==> src/rtl/wci_boot_sequencer.sv <==
// WCI master-side boot sequencer.
// Walks a WCI slave worker from reset to operating by issuing a fixed
// script on the S0 port: Initialize, NUM_CFG config writes, AfterConfig, Start.
// Config write address/data come from an external table addressed by cfg_index_o.
//
//  state  | meaning
//  -------+-------------------------------------------------------------
//  IDLE   | out of reset, waiting for go
//  ISSUE  | command for current step ready, waiting for SThreadBusy=0
//  WAIT   | command issued (MCmd on first cycle only), waiting for SResp
//  DONE   | whole script answered with DVA; done sticky until next go
//  ERROR  | FAIL/ERR/timeout seen; error info sticky until next go
module wci_boot_sequencer #(
    parameter int NUM_CFG = 4,
    parameter int TIMEOUT = 255,
    parameter int IDX_W   = 8
) (
    input  logic               clk_i,
    input  logic               rst_n_i,
    input  logic               go_i,
    output logic [IDX_W-1:0]   cfg_index_o,
    input  logic [19:0]        cfg_addr_i,
    input  logic [31:0]        cfg_data_i,
    output logic [2:0]         wciS0_MCmd_o,
    output logic               wciS0_MAddrSpace_o,
    output logic [3:0]         wciS0_MByteEn_o,
    output logic [19:0]        wciS0_MAddr_o,
    output logic [31:0]        wciS0_MData_o,
    input  logic [1:0]         wciS0_SResp_i,
    input  logic [31:0]        wciS0_SData_i,
    input  logic               wciS0_SThreadBusy_i,
    output logic               busy_o,
    output logic               done_o,
    output logic               error_o,
    output logic [1:0]         err_code_o,
    output logic [IDX_W+1:0]   err_step_o,
    output logic [31:0]        last_rdata_o
);

    localparam int SW    = IDX_W + 2;
    localparam int TMR_W = 16;

    localparam logic [2:0] S_IDLE  = 3'd0;
    localparam logic [2:0] S_ISSUE = 3'd1;
    localparam logic [2:0] S_WAIT  = 3'd2;
    localparam logic [2:0] S_DONE  = 3'd3;
    localparam logic [2:0] S_ERROR = 3'd4;

    localparam logic [2:0] CMD_IDLE  = 3'd0;
    localparam logic [2:0] CMD_WRITE = 3'd1;
    localparam logic [2:0] CMD_READ  = 3'd2;

    localparam logic [1:0] RESP_NULL = 2'd0;
    localparam logic [1:0] RESP_DVA  = 2'd1;
    localparam logic [1:0] RESP_FAIL = 2'd2;
    localparam logic [1:0] RESP_ERR  = 2'd3;

    localparam logic [1:0] EC_NONE    = 2'd0;
    localparam logic [1:0] EC_FAIL    = 2'd1;
    localparam logic [1:0] EC_ERR     = 2'd2;
    localparam logic [1:0] EC_TIMEOUT = 2'd3;

    localparam logic [19:0] ADDR_INITIALIZE  = 20'h00000;
    localparam logic [19:0] ADDR_AFTERCONFIG = 20'h00018;
    localparam logic [19:0] ADDR_START       = 20'h00004;

    localparam logic [SW-1:0]    STEP_CFG_LAST = SW'(NUM_CFG);
    localparam logic [SW-1:0]    STEP_AFTER    = SW'(NUM_CFG + 1);
    localparam logic [SW-1:0]    STEP_LAST     = SW'(NUM_CFG + 2);
    localparam logic [TMR_W-1:0] TIMER_LOAD    = TMR_W'(TIMEOUT);

    logic [2:0]       state_q,  state_d;
    logic [SW-1:0]    step_q,   step_d;
    logic [TMR_W-1:0] timer_q,  timer_d;
    logic [IDX_W-1:0] index_q,  index_d;
    logic [2:0]       mcmd_q,   mcmd_d;
    logic             space_q,  space_d;
    logic [3:0]       byteen_q, byteen_d;
    logic [19:0]      addr_q,   addr_d;
    logic [31:0]      data_q,   data_d;
    logic             busy_q,   busy_d;
    logic             done_q,   done_d;
    logic             error_q,  error_d;
    logic [1:0]       ecode_q,  ecode_d;
    logic [SW-1:0]    estep_q,  estep_d;
    logic [31:0]      rdata_q,  rdata_d;

    logic             step_is_cfg;
    logic             next_is_cfg;
    logic [19:0]      ctl_addr;

    // Decode the current step into its transaction type and control address.
    always_comb begin
        step_is_cfg = (step_q != '0) && (step_q <= STEP_CFG_LAST);
        next_is_cfg = (step_q < STEP_CFG_LAST);
        if (step_q == '0) begin
            ctl_addr = ADDR_INITIALIZE;
        end else if (step_q == STEP_AFTER) begin
            ctl_addr = ADDR_AFTERCONFIG;
        end else begin
            ctl_addr = ADDR_START;
        end
    end

    // Next-state and next-output logic for the script FSM.
    always_comb begin
        state_d  = state_q;
        step_d   = step_q;
        timer_d  = timer_q;
        index_d  = index_q;
        mcmd_d   = mcmd_q;
        space_d  = space_q;
        byteen_d = byteen_q;
        addr_d   = addr_q;
        data_d   = data_q;
        busy_d   = busy_q;
        done_d   = done_q;
        error_d  = error_q;
        ecode_d  = ecode_q;
        estep_d  = estep_q;
        rdata_d  = rdata_q;

        case (state_q)
            S_IDLE, S_DONE, S_ERROR: begin
                if (go_i) begin
                    state_d = S_ISSUE;
                    step_d  = '0;
                    index_d = '0;
                    busy_d  = 1'b1;
                    done_d  = 1'b0;
                    error_d = 1'b0;
                    ecode_d = EC_NONE;
                    estep_d = '0;
                end
            end

            S_ISSUE: begin
                // Hold off without timing out while the slave is busy.
                if (!wciS0_SThreadBusy_i) begin
                    state_d  = S_WAIT;
                    timer_d  = TIMER_LOAD;
                    byteen_d = 4'hF;
                    if (step_is_cfg) begin
                        mcmd_d  = CMD_WRITE;
                        space_d = 1'b1;
                        addr_d  = cfg_addr_i;
                        data_d  = cfg_data_i;
                    end else begin
                        mcmd_d  = CMD_READ;
                        space_d = 1'b0;
                        addr_d  = ctl_addr;
                        data_d  = '0;
                    end
                end
            end

            S_WAIT: begin
                // MCmd is a one-cycle pulse; address/data/space hold.
                mcmd_d = CMD_IDLE;
                case (wciS0_SResp_i)
                    RESP_DVA: begin
                        if (!step_is_cfg) begin
                            rdata_d = wciS0_SData_i;
                        end
                        if (step_q == STEP_LAST) begin
                            state_d = S_DONE;
                            done_d  = 1'b1;
                            busy_d  = 1'b0;
                        end else begin
                            state_d = S_ISSUE;
                            step_d  = step_q + 1'b1;
                            if (next_is_cfg) begin
                                index_d = step_q[IDX_W-1:0];
                            end
                        end
                    end
                    RESP_FAIL, RESP_ERR: begin
                        state_d = S_ERROR;
                        error_d = 1'b1;
                        busy_d  = 1'b0;
                        ecode_d = (wciS0_SResp_i == RESP_FAIL) ? EC_FAIL : EC_ERR;
                        estep_d = step_q;
                    end
                    default: begin
                        // Timer reads 1 on the last in-time WAIT cycle.
                        if (timer_q <= TMR_W'(1)) begin
                            state_d = S_ERROR;
                            error_d = 1'b1;
                            busy_d  = 1'b0;
                            ecode_d = EC_TIMEOUT;
                            estep_d = step_q;
                        end else begin
                            timer_d = timer_q - 1'b1;
                        end
                    end
                endcase
            end

            default: begin
                state_d = S_IDLE;
                mcmd_d  = CMD_IDLE;
                busy_d  = 1'b0;
            end
        endcase
    end

    // State and output registers; async reset drops any in-flight command.
    always_ff @(posedge clk_i or negedge rst_n_i) begin
        if (!rst_n_i) begin
            state_q  <= S_IDLE;
            step_q   <= '0;
            timer_q  <= '0;
            index_q  <= '0;
            mcmd_q   <= CMD_IDLE;
            space_q  <= 1'b0;
            byteen_q <= '0;
            addr_q   <= '0;
            data_q   <= '0;
            busy_q   <= 1'b0;
            done_q   <= 1'b0;
            error_q  <= 1'b0;
            ecode_q  <= EC_NONE;
            estep_q  <= '0;
            rdata_q  <= '0;
        end else begin
            state_q  <= state_d;
            step_q   <= step_d;
            timer_q  <= timer_d;
            index_q  <= index_d;
            mcmd_q   <= mcmd_d;
            space_q  <= space_d;
            byteen_q <= byteen_d;
            addr_q   <= addr_d;
            data_q   <= data_d;
            busy_q   <= busy_d;
            done_q   <= done_d;
            error_q  <= error_d;
            ecode_q  <= ecode_d;
            estep_q  <= estep_d;
            rdata_q  <= rdata_d;
        end
    end

    assign cfg_index_o        = index_q;
    assign wciS0_MCmd_o       = mcmd_q;
    assign wciS0_MAddrSpace_o = space_q;
    assign wciS0_MByteEn_o    = byteen_q;
    assign wciS0_MAddr_o      = addr_q;
    assign wciS0_MData_o      = data_q;
    assign busy_o             = busy_q;
    assign done_o             = done_q;
    assign error_o            = error_q;
    assign err_code_o         = ecode_q;
    assign err_step_o         = estep_q;
    assign last_rdata_o       = rdata_q;

endmodule

==> config.mk <==
export PLATFORM = sky130hd
export DESIGN_NAME = wci_boot_sequencer
export DESIGN_NICKNAME = d
export VERILOG_FILES = /design/src/rtl/wci_boot_sequencer.sv
export SDC_FILE = /design/constraint.sdc
export NUM_CORES = 1
export LEC_CHECK = 0
export ABC_CLOCK_PERIOD_IN_PS = 2300
export BUFFER_PORTS_ARGS = -buffer_cell sky130_fd_sc_hd__clkbuf_2
export CAP_MARGIN = 5
export CORE_AREA = 3 3 104 126
export CTS_CLUSTER_SIZE = 10
export DETAILED_ROUTE_END_ITERATION = 8
export DIE_AREA = 0 0 107 129
export MAX_ROUTING_LAYER = met4
export PLACE_DENSITY = 0.81
export SYNTH_ARGS = -nofsm -noshare
export SYNTH_HDL_FRONTEND = slang
export SYNTH_SLANG_ARGS = --single-unit
==> constraint.sdc <==
create_clock -name clk_i -period 2.3 [get_ports clk_i]
set_input_delay 0.23 -clock clk_i [delete_from_list [all_inputs] [get_ports clk_i]]
set_output_delay 0.23 -clock clk_i [all_outputs]
set_load 0.01 [all_outputs]
==> impl_metrics.toml, run 1 <==
[critical_path]
r2r_setup_slack_ns = 0.14
worstPathMaxFanout = 11
crit_chain = "or4b_1 -> a21oi_2 -> o2111ai_2 -> o31a_1 -> or3_1"
cp.depth = 5
cp.required_ns = 2.59
cp_slowest_cell = "or4b_1"
crit_path_end_kind = "flop"
critPathBufInv = 0
cpPeakStageDelay_ns = 0.57
ff2ff_path_depth = 5
start_kind = "flop"
crit_family = "simple AND/OR/NAND/NOR gates"
worst-setup-path-type = "flop to flop"
crit_arrival_ns = 2.45

[drt]
drtIter0Drc = 336
num_vias = 4835
ant_nets = 0
drt-total-wl_um = 15200
drtPass1Iterations = 5
drt-vias-per-instance = 5.54
wl_per_cell_um = 17.4
drcViolationCount = 0

[final_layout]
drive_above_1_share = 0.427
antenna_cells = 0
finalNetCount = 795
final_cells = 873
syn_to_final_growth_pct = 32.8
fill_cells = 895

[power]
leakage_nw = 4.04
power_density_nw_per_um2 = 1260
power_mw = 9.91
ir_worst_vdd_mv = 0.688

[timing]
skew_ns = 0.0128
finalHoldViolCount = 0
min_period_ns = 2.16
fin_tns_setup_ns = 0
tightestPinTransition_ns = 0.670
slew_headroom = 0.552
drv_slew = 0
setup_viol = 0
rsz0062_at_grt = "no"
fin_ws_ns = 0.145
post-route-period-util = 0.937
max_freq_mhz = 464

[logic_synthesis]
ys_seq_area_frac = 0.592
syn_area_per_cell_um2 = 12.2
syn-cell-area_um2 = 5920
ys_seq_elements = 140
yosys_warnings = 0
synth_nets = 579
synth_edf_count = 0
netlist.area_leader.share = 0.592
synth.area.top_cells = "dfrtp_1, a22o_1, mux2_2"
ys.flop_type = "dfrtp_1"
synth.distinct_cells = 57
netlist_instances = 483
yosys.area.top_type = "dfrtp_1"
synthArstFlopShare = 1.00

[cts]
cts_tree = "done"
cts.sinks = 140
cts_max_level = 4
root_buffer = "clkbuf_16"
insertion_delay_ns = 0.42
cts_setup_buffers = 0
cts_made_buffers = 17
clock_path_buffers = 2
clkTransAtPathRegs_ns = 0.07

[worst_hold_path]
holdCritPathClass = "input port to flop"
min_path_cells = 2

[grt]
grt_start_max_net_pins = 65
grt_pass1_vias = 4740
grt.total_usage = 0.230
grt_pass1_wl_um = 24100
grt_overflow_total = 0
antenna_found_initial = 0

[die]
core_um2 = 12100
die_area_um2 = 13800
start_util = 0.491
die_w_um = 107
chipHeight_um = 129
ioPinCount = 205
rows = 44

[place]
portBuffers = 203
place_ws_ns = 0.0126
dp.cells = 839
gp_congestion = 0.871
dp_hpwl_um = 11100

[job]
drv_cap = 0

[run_status]
outcome = "complete, no violations"
-- cell type report --
cell class                      instances  area [um^2]  share of cell area
Sequential cell                       140         3500               0.446
Multi-Input combinational cell        302         2240               0.285
Timing Repair Buffer                  230         1260               0.161
Clock buffer                           17          425              0.0541
Inverter                                8         30.0             0.00382
Tap cell                              161          201              0.0256
Clock inverter                         15          196              0.0250
-- placed cells by master, fill, tap and decap left out, types with 4 or more instances in the layout --
| cell type | synthesis | routed |
|---|---|---|
| xor2_1 | 17 | 17 |
| inv_6 | 0 | 4 |
| o21ai_0 | 14 | 14 |
| mux2_2 | 32 | 32 |
| buf_4 | 7 | 23 |
| nand3_1 | 5 | 5 |
| nor3_1 | 14 | 14 |
| inv_1 | 8 | 8 |
| inv_8 | 0 | 4 |
| and2_1 | 9 | 9 |
| ha_1 | 6 | 6 |
| nand2_1 | 26 | 25 |
| o2111ai_1 | 5 | 5 |
| a22o_1 | 62 | 62 |
| nor4_1 | 5 | 5 |
| nand4_1 | 7 | 7 |
| clkbuf_2 | 0 | 202 |
| a21oi_1 | 11 | 11 |
| nor2_1 | 28 | 28 |
| nand2b_1 | 5 | 5 |
| dfrtp_1 | 140 | 140 |
| clkbuf_16 | 0 | 17 |
-- layer usage --
metal	track usage	wire, um	vias up
li1	-	-	2200
met1	0.282	6050	2404
met2	0.374	8040	201
met3	0.0532	812	30
met4	0.0835	322	0
met5	-	0	-
-- kinds of logic after synthesis --
group,after synthesis,share of synthesized area
compound gates,116,0.156
xor+xnor,18,0.0266
fa+ha+maj,6,0.0127
buf+inv,41,0.0328
flops,140,0.592
mux,35,0.0662
other cells,1,0.000634
simple gates,126,0.113
-- synthesized netlist by cell type, types with 3 or more instances --
library cell / count
dfrtp_1: 140
a22o_1: 62
mux2_2: 32
nor2_1: 28
nand2_1: 26
xor2_1: 17
clkbuf_1: 14
nor3_1: 14
o21ai_0: 14
a21oi_1: 11
buf_2: 11
and2_1: 9
inv_1: 8
buf_4: 7
nand4_1: 7
ha_1: 6
nand2b_1: 5
nand3_1: 5
nor4_1: 5
o2111ai_1: 5
a31o_2: 3
and3_1: 3
nor2b_1: 3
o211ai_1: 3
or3_1: 3
-- registers in the layout, summed over array words and instances, names as in the netlist --
signal	flops
timer_q	16
done_o	1
step_q	10
wciS0_MCmd_o	2
last_rdata_o	32
error_o	1
wciS0_MData_o	32
err_code_o	2
wciS0_MAddrSpace_o	1
state_q	3
wciS0_MAddr_o	20
wciS0_MByteEn_o	1
err_step_o	10
busy_o	1
cfg_index_o	8
-- worst register-to-register path, delay by kind of cell, from the launching register on --
| kind | cells | cell delay [ns] |
|---|---|---|
| simple gates | 2 | 0.88 |
| compound gates | 3 | 0.69 |
| flops | 1 | 0.47 |
-- stage by stage --
stage                     hold WS, ns  instance area (um^2)   util
after CTS                      0.0115                  7850  0.651
after detailed placement        0.205                  7200  0.598
final                          0.0181                  7860  0.652
after floorplan               -0.0656                  5920      -
after global routing          0.00944                  7860  0.652
after global placement          0.199                  7200  0.598
-- worst paths after layout --
path	startpoint	endpoint
max	state_q[0]$_DFFE_PN0P_	timer_q[6]$_DFFE_PN0P_
min	cfg_data_i[19]	wciS0_MData_o[19]$_DFFE_PN0P_
max reg2reg	state_q[0]$_DFFE_PN0P_	timer_q[6]$_DFFE_PN0P_
min reg2reg	wciS0_MAddrSpace_o$_DFFE_PN0P_	wciS0_MAddrSpace_o$_DFFE_PN0P_
max in group asynchronous	rst_n_i	last_rdata_o[13]$_DFFE_PN0P_
min in group asynchronous	rst_n_i	wciS0_MData_o[10]$_DFFE_PN0P_
-- power breakdown --
group | switching (mW) | total (mW) | internal, mW
clock | 1.18 | 2.84 | 1.66
sequential | 0.569 | 3.87 | 3.30
combinational | 1.71 | 3.20 | 1.49
-- repair_timing --
item,in CTS,in global routing
gates resized for setup,0,1
hold buffers,2,0
setup endpoints to repair,0,12
endpoints found under the hold margin,33,0
(Power assumes the default switching activity.)
==> run 2, diff against run 1 <==
--- a/config.mk
+++ b/config.mk
@@ -8,12 +8,14 @@
 export ABC_CLOCK_PERIOD_IN_PS = 2300
 export BUFFER_PORTS_ARGS = -buffer_cell sky130_fd_sc_hd__clkbuf_2
 export CAP_MARGIN = 5
-export CORE_AREA = 3 3 104 126
+export CELL_PAD_IN_SITES_DETAIL_PLACEMENT = 1
+export CELL_PAD_IN_SITES_GLOBAL_PLACEMENT = 1
+export CORE_AREA = 3 3 117 141
 export CTS_CLUSTER_SIZE = 10
 export DETAILED_ROUTE_END_ITERATION = 8
-export DIE_AREA = 0 0 107 129
+export DIE_AREA = 0 0 120 144
 export MAX_ROUTING_LAYER = met4
-export PLACE_DENSITY = 0.81
+export PLACE_DENSITY = 0.82
 export SYNTH_ARGS = -nofsm -noshare
 export SYNTH_HDL_FRONTEND = slang
 export SYNTH_SLANG_ARGS = --single-unit
==> impl_metrics.toml, run 2 (synthesis results as in run 1) <==
[final_layout]
multiInputGateArea_um2 = 2260
syn_to_final_growth_pct = 33.9
antenna_cells = 0
final_cells = 921
fill_cells = 1707
final_area_um2 = 7920
layout_commonest_cell = "clkbuf_2"
finalNetCount = 800
fin_util = 0.523
drive_above_1_share = 0.425
mostFrequentLayoutCells = "clkbuf_2, dfrtp_1, a22o_1"
regArea_um2 = 3500

[drt]
drt-vias-per-instance = 5.27
num_vias = 4855
drcViolationCount = 0
wl_met1_um = 7100
highest_layer = "met4"
wl_per_cell_um = 19.4
ant_nets = 0
met2RoutedLength_um = 9480
drt-total-wl_um = 17800
met3_length_um = 710
drtPass1Iterations = 4
drtIter0Drc = 173

[timing]
drv_slew = 0
max_freq_mhz = 451
holdWs_ns = 0.0206
setup_viol = 0
fin_ws_ns = 0.0837
slew_headroom = 0.505
min_period_ns = 2.22
fin_tns_setup_ns = 0
post-route-period-util = 0.964
finalHoldViolCount = 0
rsz0062_at_grt = "no"
tightestPinTransition_ns = 0.741
skew_ns = 0.00995

[critical_path]
cp.required_ns = 2.60
r2r-start = "timer_q[11]$_DFFE_PN0P_"
r2r_setup_slack_ns = 0.08
worst-setup-path-type = "flop to flop"
crit_path_end_kind = "flop"
worstPathMaxFanout = 7
start_kind = "flop"
crit_path_start = "timer_q[11]$_DFFE_PN0P_"
crit_arrival_ns = 2.51

[place]
gp_congestion = 0.824
portBuffers = 203
dp_hpwl_um = 13100
place_ws_ns = -0.136
post_dp_cell_area_um2 = 7290
dp.cells = 886

[power]
leakage_nw = 4.04
p_sw_frac = 0.350
power_mw = 9.93
power_density_nw_per_um2 = 1250
internal_power_mw = 6.45
ir_worst_vdd_mv = 0.614
power.switching_mw = 3.48
seqPwrFrac = 0.391
share_comb_of_total_power = 0.338
pwr-share-clk = 0.270

[die]
start_util = 0.391
die_area_um2 = 17300
core_um2 = 15100
ioPinCount = 205
chipHeight_um = 144
rows = 49
die_w_um = 120

[cts]
root_buffer = "clkbuf_16"
clkTransAtPathRegs_ns = 0.06
cts_made_buffers = 17
clock_path_buffers = 2
cts.sinks = 140
insertion_delay_ns = 0.42
cts_setup_buffers = 0
cts_max_level = 4
cts_tree = "done"

[worst_hold_path]
worstHoldStart = "cfg_addr_i[4]"
holdCritPathClass = "input port to flop"

[run_status]
outcome = "complete, no violations"

[grt]
grt.total_usage = 0.215
grt_start_max_net_pins = 56
grt_pass1_vias = 5366
antenna_found_initial = 0
grt_overflow_total = 0
grt_pass1_wl_um = 28300

[job]
drv_cap = 0
==> run 2: cell types whose count changed in the layout (fill, tap and decap cells not counted), sizes merged <==
cell	delta
clkbuf	+5
buf	+4
inv	-7
clkinv	+2
o41a	+1
==> run 2: final cells by class <==
| type | instances | area share |
|---|---|---|
| sequential | 140 | 0.442 |
| multi-input combinational | 303 | 0.286 |
| timing repair buffer | 234 | 0.164 |
| clock buffer | 22 | 0.0573 |
| tap | 204 | 0.0322 |
| clock inverter | 10 | 0.0147 |
| inverter | 8 | 0.00379 |
==> run 2: power by group through the flow <==
stage | Combinational (mW) | Clock (mW) | Sequential, mW
floorplan | 1.42 | 0 | 4.17
global placement | 3.19 | 0 | 3.85
detailed placement | 3.35 | 0 | 3.89
CTS | 3.40 | 2.72 | 3.89
global route | 3.65 | 2.85 | 4.00
finish | 3.36 | 2.68 | 3.88
==> run 2: worst max-delay path, cell delays in order, from the launching register on <==
cell	delay, ns
dfrtp_1	0.44
nor4_4	0.34
o2111ai_1	0.19
buf_4	0.21
buf_4	0.16
o41a_1	0.49
a22o_1	0.26
==> run 2: what timing repair did <==
| action | CTS | global route |
|---|---|---|
| resized for setup | 1 | 2 |
| cloned | 1 | 0 |
| hold endpoints to repair | 53 | 0 |
| pin swaps | 1 | 1 |
| setup endpoints to repair | 12 | 10 |
| hold buffers | 2 | 0 |
==> run 2: worst paths after layout <==
path,endpoint,depth (start not counted)
min in group asynchronous,cfg_index_o[7]$_DFFE_PN0P_,2
worst min register to register,wciS0_MCmd_o[0]$_DFFE_PN0P_,1
worst min-delay path,wciS0_MAddr_o[4]$_DFFE_PN0P_,3
worst max-delay path,err_step_o[6]$_DFFE_PN0P_,6
worst max register to register,err_step_o[6]$_DFFE_PN0P_,6
max in group asynchronous,timer_q[10]$_DFFE_PN0P_,3
==> run 2: routing by layer <==
| layer | GRT usage | vias up |
|---|---|---|
| met4 | 0.0935 | 0 |
| met1 | 0.247 | 2441 |
| li1 | - | 2211 |
| met3 | 0.0466 | 40 |
| met2 | 0.365 | 163 |
| met5 | - | - |
